==> src/rtl/port_allocator.sv <==
`default_nettype none
// ============================================================================
//  Module      : port_allocator
//  Description : Five-port wormhole switch allocator. One round-robin
//                allocator per output locks that output to a packet from
//                HEADER to TAIL and steers the crossbar from its owner.
//  Revision    : 1.0 - initial release
// ============================================================================
module port_allocator #(
  parameter logic [2:0] HEADER_ID  = 3'd1,
  parameter logic [2:0] PAYLOAD_ID = 3'd2,
  parameter logic [2:0] TAIL_ID    = 3'd3
) (
  input  logic        clk,
  input  logic        rst,
  input  logic [4:0]  in_valid,
  input  logic [14:0] in_flit_id,
  input  logic [24:0] in_req,
  input  logic [4:0]  out_credit,
  output logic [4:0]  in_rd_en,
  output logic [4:0]  out_wr_en,
  output logic [14:0] xbar_sel,
  output logic [4:0]  out_busy
);

  localparam int NUM_PORTS = 5;
  localparam int PORT_L    = 4;

  typedef enum logic [0:0] {
    ST_IDLE = 1'b0,
    ST_BUSY = 1'b1
  } alloc_state_t;

  alloc_state_t state_q [NUM_PORTS];
  alloc_state_t state_d [NUM_PORTS];
  logic [2:0]   owner_q [NUM_PORTS];
  logic [2:0]   owner_d [NUM_PORTS];
  logic [2:0]   ptr_q   [NUM_PORTS];
  logic [2:0]   ptr_d   [NUM_PORTS];

  logic [4:0]   in_locked;   // input currently owns a busy output
  logic [4:0]   req_ok;      // input presents a grantable header
  logic [4:0]   win_found;
  logic [2:0]   winner  [NUM_PORTS];
  logic [4:0]   fwd;         // flit moves through output o this cycle
  logic [4:0]   tail_fwd;    // that flit is the packet tail

  // Round-robin search position: (ptr + step) mod 5
  function automatic logic [2:0] rr_index(input logic [2:0] ptr, input int step);
    int sum;
    sum = int'(ptr) + step;
    return 3'(sum % NUM_PORTS);
  endfunction

  // Qualify each input: valid one-hot header from an input not already locked
  always_comb begin
    in_locked = '0;
    req_ok    = '0;
    for (int i = 0; i < NUM_PORTS; i++) begin
      for (int o = 0; o < NUM_PORTS; o++) begin
        if (state_q[o] == ST_BUSY && owner_q[o] == 3'(i)) begin
          in_locked[i] = 1'b1;
        end
      end
      req_ok[i] = in_valid[i] && (in_flit_id[3*i +: 3] == HEADER_ID) &&
                  $onehot(in_req[5*i +: 5]) && !in_locked[i];
    end
  end

  // Per-output round-robin search starting one past the pointer
  always_comb begin
    for (int o = 0; o < NUM_PORTS; o++) begin
      win_found[o] = 1'b0;
      winner[o]    = '0;
      for (int k = 1; k <= NUM_PORTS; k++) begin
        for (int i = 0; i < NUM_PORTS; i++) begin
          if (!win_found[o] && 3'(i) == rr_index(ptr_q[o], k) && req_ok[i] &&
              in_req[5*i + o] && (o == PORT_L || i != o)) begin
            win_found[o] = 1'b1;
            winner[o]    = 3'(i);
          end
        end
      end
    end
  end

  // Combinational forwarding for locked outputs; everything quiet in reset
  always_comb begin
    in_rd_en  = '0;
    out_wr_en = '0;
    xbar_sel  = '0;
    out_busy  = '0;
    fwd       = '0;
    tail_fwd  = '0;
    for (int o = 0; o < NUM_PORTS; o++) begin
      if (state_q[o] == ST_BUSY) begin
        out_busy[o]          = 1'b1;
        xbar_sel[3*o +: 3]   = owner_q[o];
        for (int i = 0; i < NUM_PORTS; i++) begin
          if (owner_q[o] == 3'(i)) begin
            fwd[o]      = in_valid[i] && out_credit[o];
            tail_fwd[o] = fwd[o] && (in_flit_id[3*i +: 3] == TAIL_ID);
            in_rd_en[i] = in_rd_en[i] | fwd[o];
          end
        end
      end
    end
    out_wr_en = fwd;
    if (rst) begin
      in_rd_en  = '0;
      out_wr_en = '0;
      xbar_sel  = '0;
      out_busy  = '0;
      fwd       = '0;
      tail_fwd  = '0;
    end
  end

  // Next state: grant when idle, release and advance pointer on tail
  always_comb begin
    for (int o = 0; o < NUM_PORTS; o++) begin
      state_d[o] = state_q[o];
      owner_d[o] = owner_q[o];
      ptr_d[o]   = ptr_q[o];
      if (state_q[o] == ST_IDLE) begin
        if (win_found[o]) begin
          state_d[o] = ST_BUSY;
          owner_d[o] = winner[o];
        end
      end else if (tail_fwd[o]) begin
        state_d[o] = ST_IDLE;
        ptr_d[o]   = owner_q[o];
      end
    end
  end

  // State registers; pointer resets to L so the first search starts at N
  always_ff @(posedge clk) begin
    for (int o = 0; o < NUM_PORTS; o++) begin
      if (rst) begin
        state_q[o] <= ST_IDLE;
        owner_q[o] <= 3'd0;
        ptr_q[o]   <= 3'd4;
      end else begin
        state_q[o] <= state_d[o];
        owner_q[o] <= owner_d[o];
        ptr_q[o]   <= ptr_d[o];
      end
    end
  end

endmodule
`default_nettype wire

==> config.mk <==
export PLATFORM = sky130hd
export DESIGN_NAME = port_allocator
export DESIGN_NICKNAME = d
export VERILOG_FILES = /design/src/rtl/port_allocator.sv
export SDC_FILE = /design/constraint.sdc
export NUM_CORES = 1
export LEC_CHECK = 0
export CAP_MARGIN = 5
export CORE_MARGIN = 3
export CORE_UTILIZATION = 54
export DETAILED_ROUTE_END_ITERATION = 10
export HOLD_SLACK_MARGIN = 0.02
export PLACE_DENSITY = 0.73
export SETUP_SLACK_MARGIN = 0.05
export SLEW_MARGIN = 5
export SYNTH_ARGS = -nofsm -noshare
export SYNTH_HDL_FRONTEND = slang
export SYNTH_SLANG_ARGS = --single-unit
==> constraint.sdc <==
create_clock -name clk -period 15.1 [get_ports clk]
set_clock_uncertainty 0.15 [all_clocks]
set_input_delay 1.51 -clock clk [delete_from_list [all_inputs] [get_ports clk]]
set_output_delay 1.51 -clock clk [all_outputs]
set_load 0.02 [all_outputs]
==> impl_metrics.csv <==
group,metric,value,unit
status,status,"finished clean",
timing,finalSetupTns,0,ps
power,peakVddDrop,0.0000452,V
finish,final_net_count,1798,
die,fp-row-count,52,
global_routing,grt_pass1_wl,55.0,mm
clock_network,cts_resized,0,
timing,slew_headroom,0.286,
worst_setup_path,max_stage_delay,680,ps
clock_network,cts_root_buf,"clkbuf_16",
worst_setup_path,start_kind,"register",
timing,worst_pin_slew,1060,ps
worst_setup_path,critical_path.max_fanout,15,
synthesis,yosysUniqueCellTypes,116,
power,internal-power,0.203,mW
place,io_buffers,81,
synthesis,synth_cells,1590,
place,place.gp.congestion,1.00,
detailed_routing,drt-pass1-iter-count,5,
global_routing,overflow,0,
clock_network,postCtsSetupBuffers,0,
clock_network,cts_buffers,5,
detailed_routing,drt_wl_total,34.4,mm
finish,final_core_util,0.607,
detailed_routing,viasPerCell,6.52,
power,switchingPower,0.0848,mW
worst_setup_path,required,15170,ps
power,clockPowerShare,0.420,
synthesis,synthArstFlopShare,0,
die,dieHeight,151,um
power,seq_power_share,0.351,
synthesis,synth_edf_count,0,
timing,drv_slew,0,
worst_hold_path,hold_path.class,"reg -> reg",
worst_setup_path,crit_chain,"inv_1 -> ha_1 -> clkinv_1 -> ha_1 -> or2_2 -> nor2_1 -> o21a_1 -> inv_1 -> ha_1 -> nand2b_1 -> o2111ai_1 -> o211ai_2 -> mux2_4 -> a32oi_2 -> nand3_1 -> a2111oi_0 -> o21ai_0 -> a2111oi_0 -> or3_1",
clock_network,clkSlewWorstSetupHoldPaths,60,ps
synthesis,synth.avg_cell_area,7.14,um2
detailed_routing,route.detailed.drc,0,
die,dieArea,22800,um2
synthesis,syn-cell-area,11400,um2
timing,setup_viol,0,
finish,final_common_cell,"nor2_1",
synthesis,synthFlopType,"dfxtp_1",
worst_setup_path,r2r_slack,9150,ps
global_routing,grt_pass1_vias,11000,
worst_setup_path,endpoint_kind,"register",
detailed_routing,routedWlPerCell,18.3,um
global_routing,grtUsageTotal,0.289,
die,die_x,151,um
clock_network,clk_latency,280,ps
synthesis,ys_seq_elements,35,
detailed_routing,postRouteAntennaNets,0,
timing,period_share,0.394,
global_routing,antenna_found_initial,1,
flow_run,max-cap-violations,0,
timing,fmax,168,MHz
clock_network,h-tree-depth,2,
clock_network,cts_hold_buf,0,
synthesis,synth_nets,1782,
synthesis,ys_seq_area_frac,0.0617,
place,hpwl,27.1,mm
clock_network,cts_tree,"yes",
timing,rsz0062_at_grt,"false",
finish,drive_above_1_share,0.0597,
worst_setup_path,cp.arrival,6020,ps
worst_setup_path,critical_path.most_common_cell,"ha_1",
synthesis,yosys_warnings,0,
timing,hold_viol,0,
power,powerDensity,23.2,nW/um2
finish,area_delta_synth_final,9.13,%
power,switching_share,0.295,
timing,period_needed,5950,ps
worst_setup_path,critPathSlowestCell,"ha_1",
die,io_pins,82,
finish,layout_common_cells,"138 x nor2_1, 129 x ha_1, 117 x nand2_1",
detailed_routing,drtIter0Drc,1125,
detailed_routing,vias,12200,
power,power.leakage,4.98,nW
clock_network,cts.path.max_buffers,2,
die,initial_utilization,0.556,
global_routing,grt_max_degree,40,
power,p_comb_frac,0.229,
worst_setup_path,path_class,"reg -> reg",
clock_network,cts_sinks,35,
die,coreArea,20400,um2
[registers in the layout (all words and copies together) (netlist names)]
name / flops
owner_q: 15
ptr_q: 15
state_q: 5
[cells in the mapped netlist, drive strengths merged, types with 22 or more instances]
cell type,count,share of area
xnor2,30,0.027
nand4,24,0.013
a21oi,92,0.042
dfxtp,35,0.062
nor2,139,0.046
inv,120,0.040
nor2b,29,0.016
a31oi,25,0.014
nor3,60,0.029
nand3,66,0.029
ha,129,0.14
o21ai,64,0.028
clkbuf,58,0.019
mux2i,46,0.041
and2,22,0.012
nand2,117,0.039
o211ai,24,0.016
nand2b,47,0.026
and3,27,0.016
[final timing paths]
check | startpoint | depth (start not counted) | to
worst max register to register | ptr_q[0][1]$_SDFFE_PP0P_ | 19 | owner_q[0][0]$_SDFFE_PP0P_
worst min register to register | owner_q[0][2]$_SDFFE_PP0P_ | 2 | ptr_q[0][2]$_SDFFE_PP1P_
worst min-delay path | owner_q[0][2]$_SDFFE_PP0P_ | 2 | ptr_q[0][2]$_SDFFE_PP1P_
worst max-delay path | ptr_q[0][1]$_SDFFE_PP0P_ | 19 | owner_q[0][0]$_SDFFE_PP0P_
[kinds of logic (layout without fill, tap and decap cells)]
group / count (synthesis) / in the layout / share of synthesized area
AND/OR/NAND/NOR: 666 / 666 / 0.324
AO/OA/AOI/OAI: 450 / 450 / 0.290
buffers and inverters: 201 / 218 / 0.0697
adder cells (fa/ha/maj): 140 / 140 / 0.162
multiplexers: 58 / 58 / 0.0538
XOR/XNOR: 40 / 40 / 0.0388
flip-flops: 35 / 35 / 0.0617
other: 0 / 1 / 0
[final cells by class]
class / instances / area [um2]
antenna: 1 / 2.50
inverter: 123 / 464
multi-input combinational: 1354 / 9860
sequential: 35 / 701
tap: 270 / 338
clock inverter: 3 / 43.8
fill: 1952 / 8040
clock buffer: 5 / 125
timing repair buffer: 87 / 856
[worst max-delay path: cells and delay by family, from the launching register on]
kind,cells,cell delay (ps)
buf+inv,3,770
simple gates,5,940
mux,1,350
compound gates,7,1860
flops,1,530
fa+ha+maj,3,1290
[layer usage]
metal	GRT usage	vias up	wire [um]
met5	0	-	0
met4	0.0780	0	787
met3	0.0308	52	2160
met2	0.482	427	16000
met1	0.396	5768	15400
li1	-	5997	-
[power by group through the flow]
stage,sequential (mW),clock (mW),combinational [mW]
finish,0.101,0.121,0.0658
global route,0.101,0.125,0.0721
CTS,0.101,0.120,0.0650
detailed placement,0.103,0,0.0644
global placement,0.103,0,0.0637
floorplan,0.0980,0,0.0391
[per-stage QoR]
step / instance area (um2) / total power [mW] / hold WS, ps / std cells / worst slack [ps]
final: 12400 / 0.287 / 456 / 1878 / 9150
after global routing: 12400 / 0.298 / 506 / 1878 / 8640
after CTS: 12400 / 0.286 / 444 / 1877 / 9180
after detailed placement: 12200 / 0.167 / 445 / 1869 / 9020
after global placement: 12200 / 0.166 / 442 / 1869 / 9130
after floorplan: 11400 / 0.137 / 381 / 1590 / 9550
(Power assumes the default switching activity.)
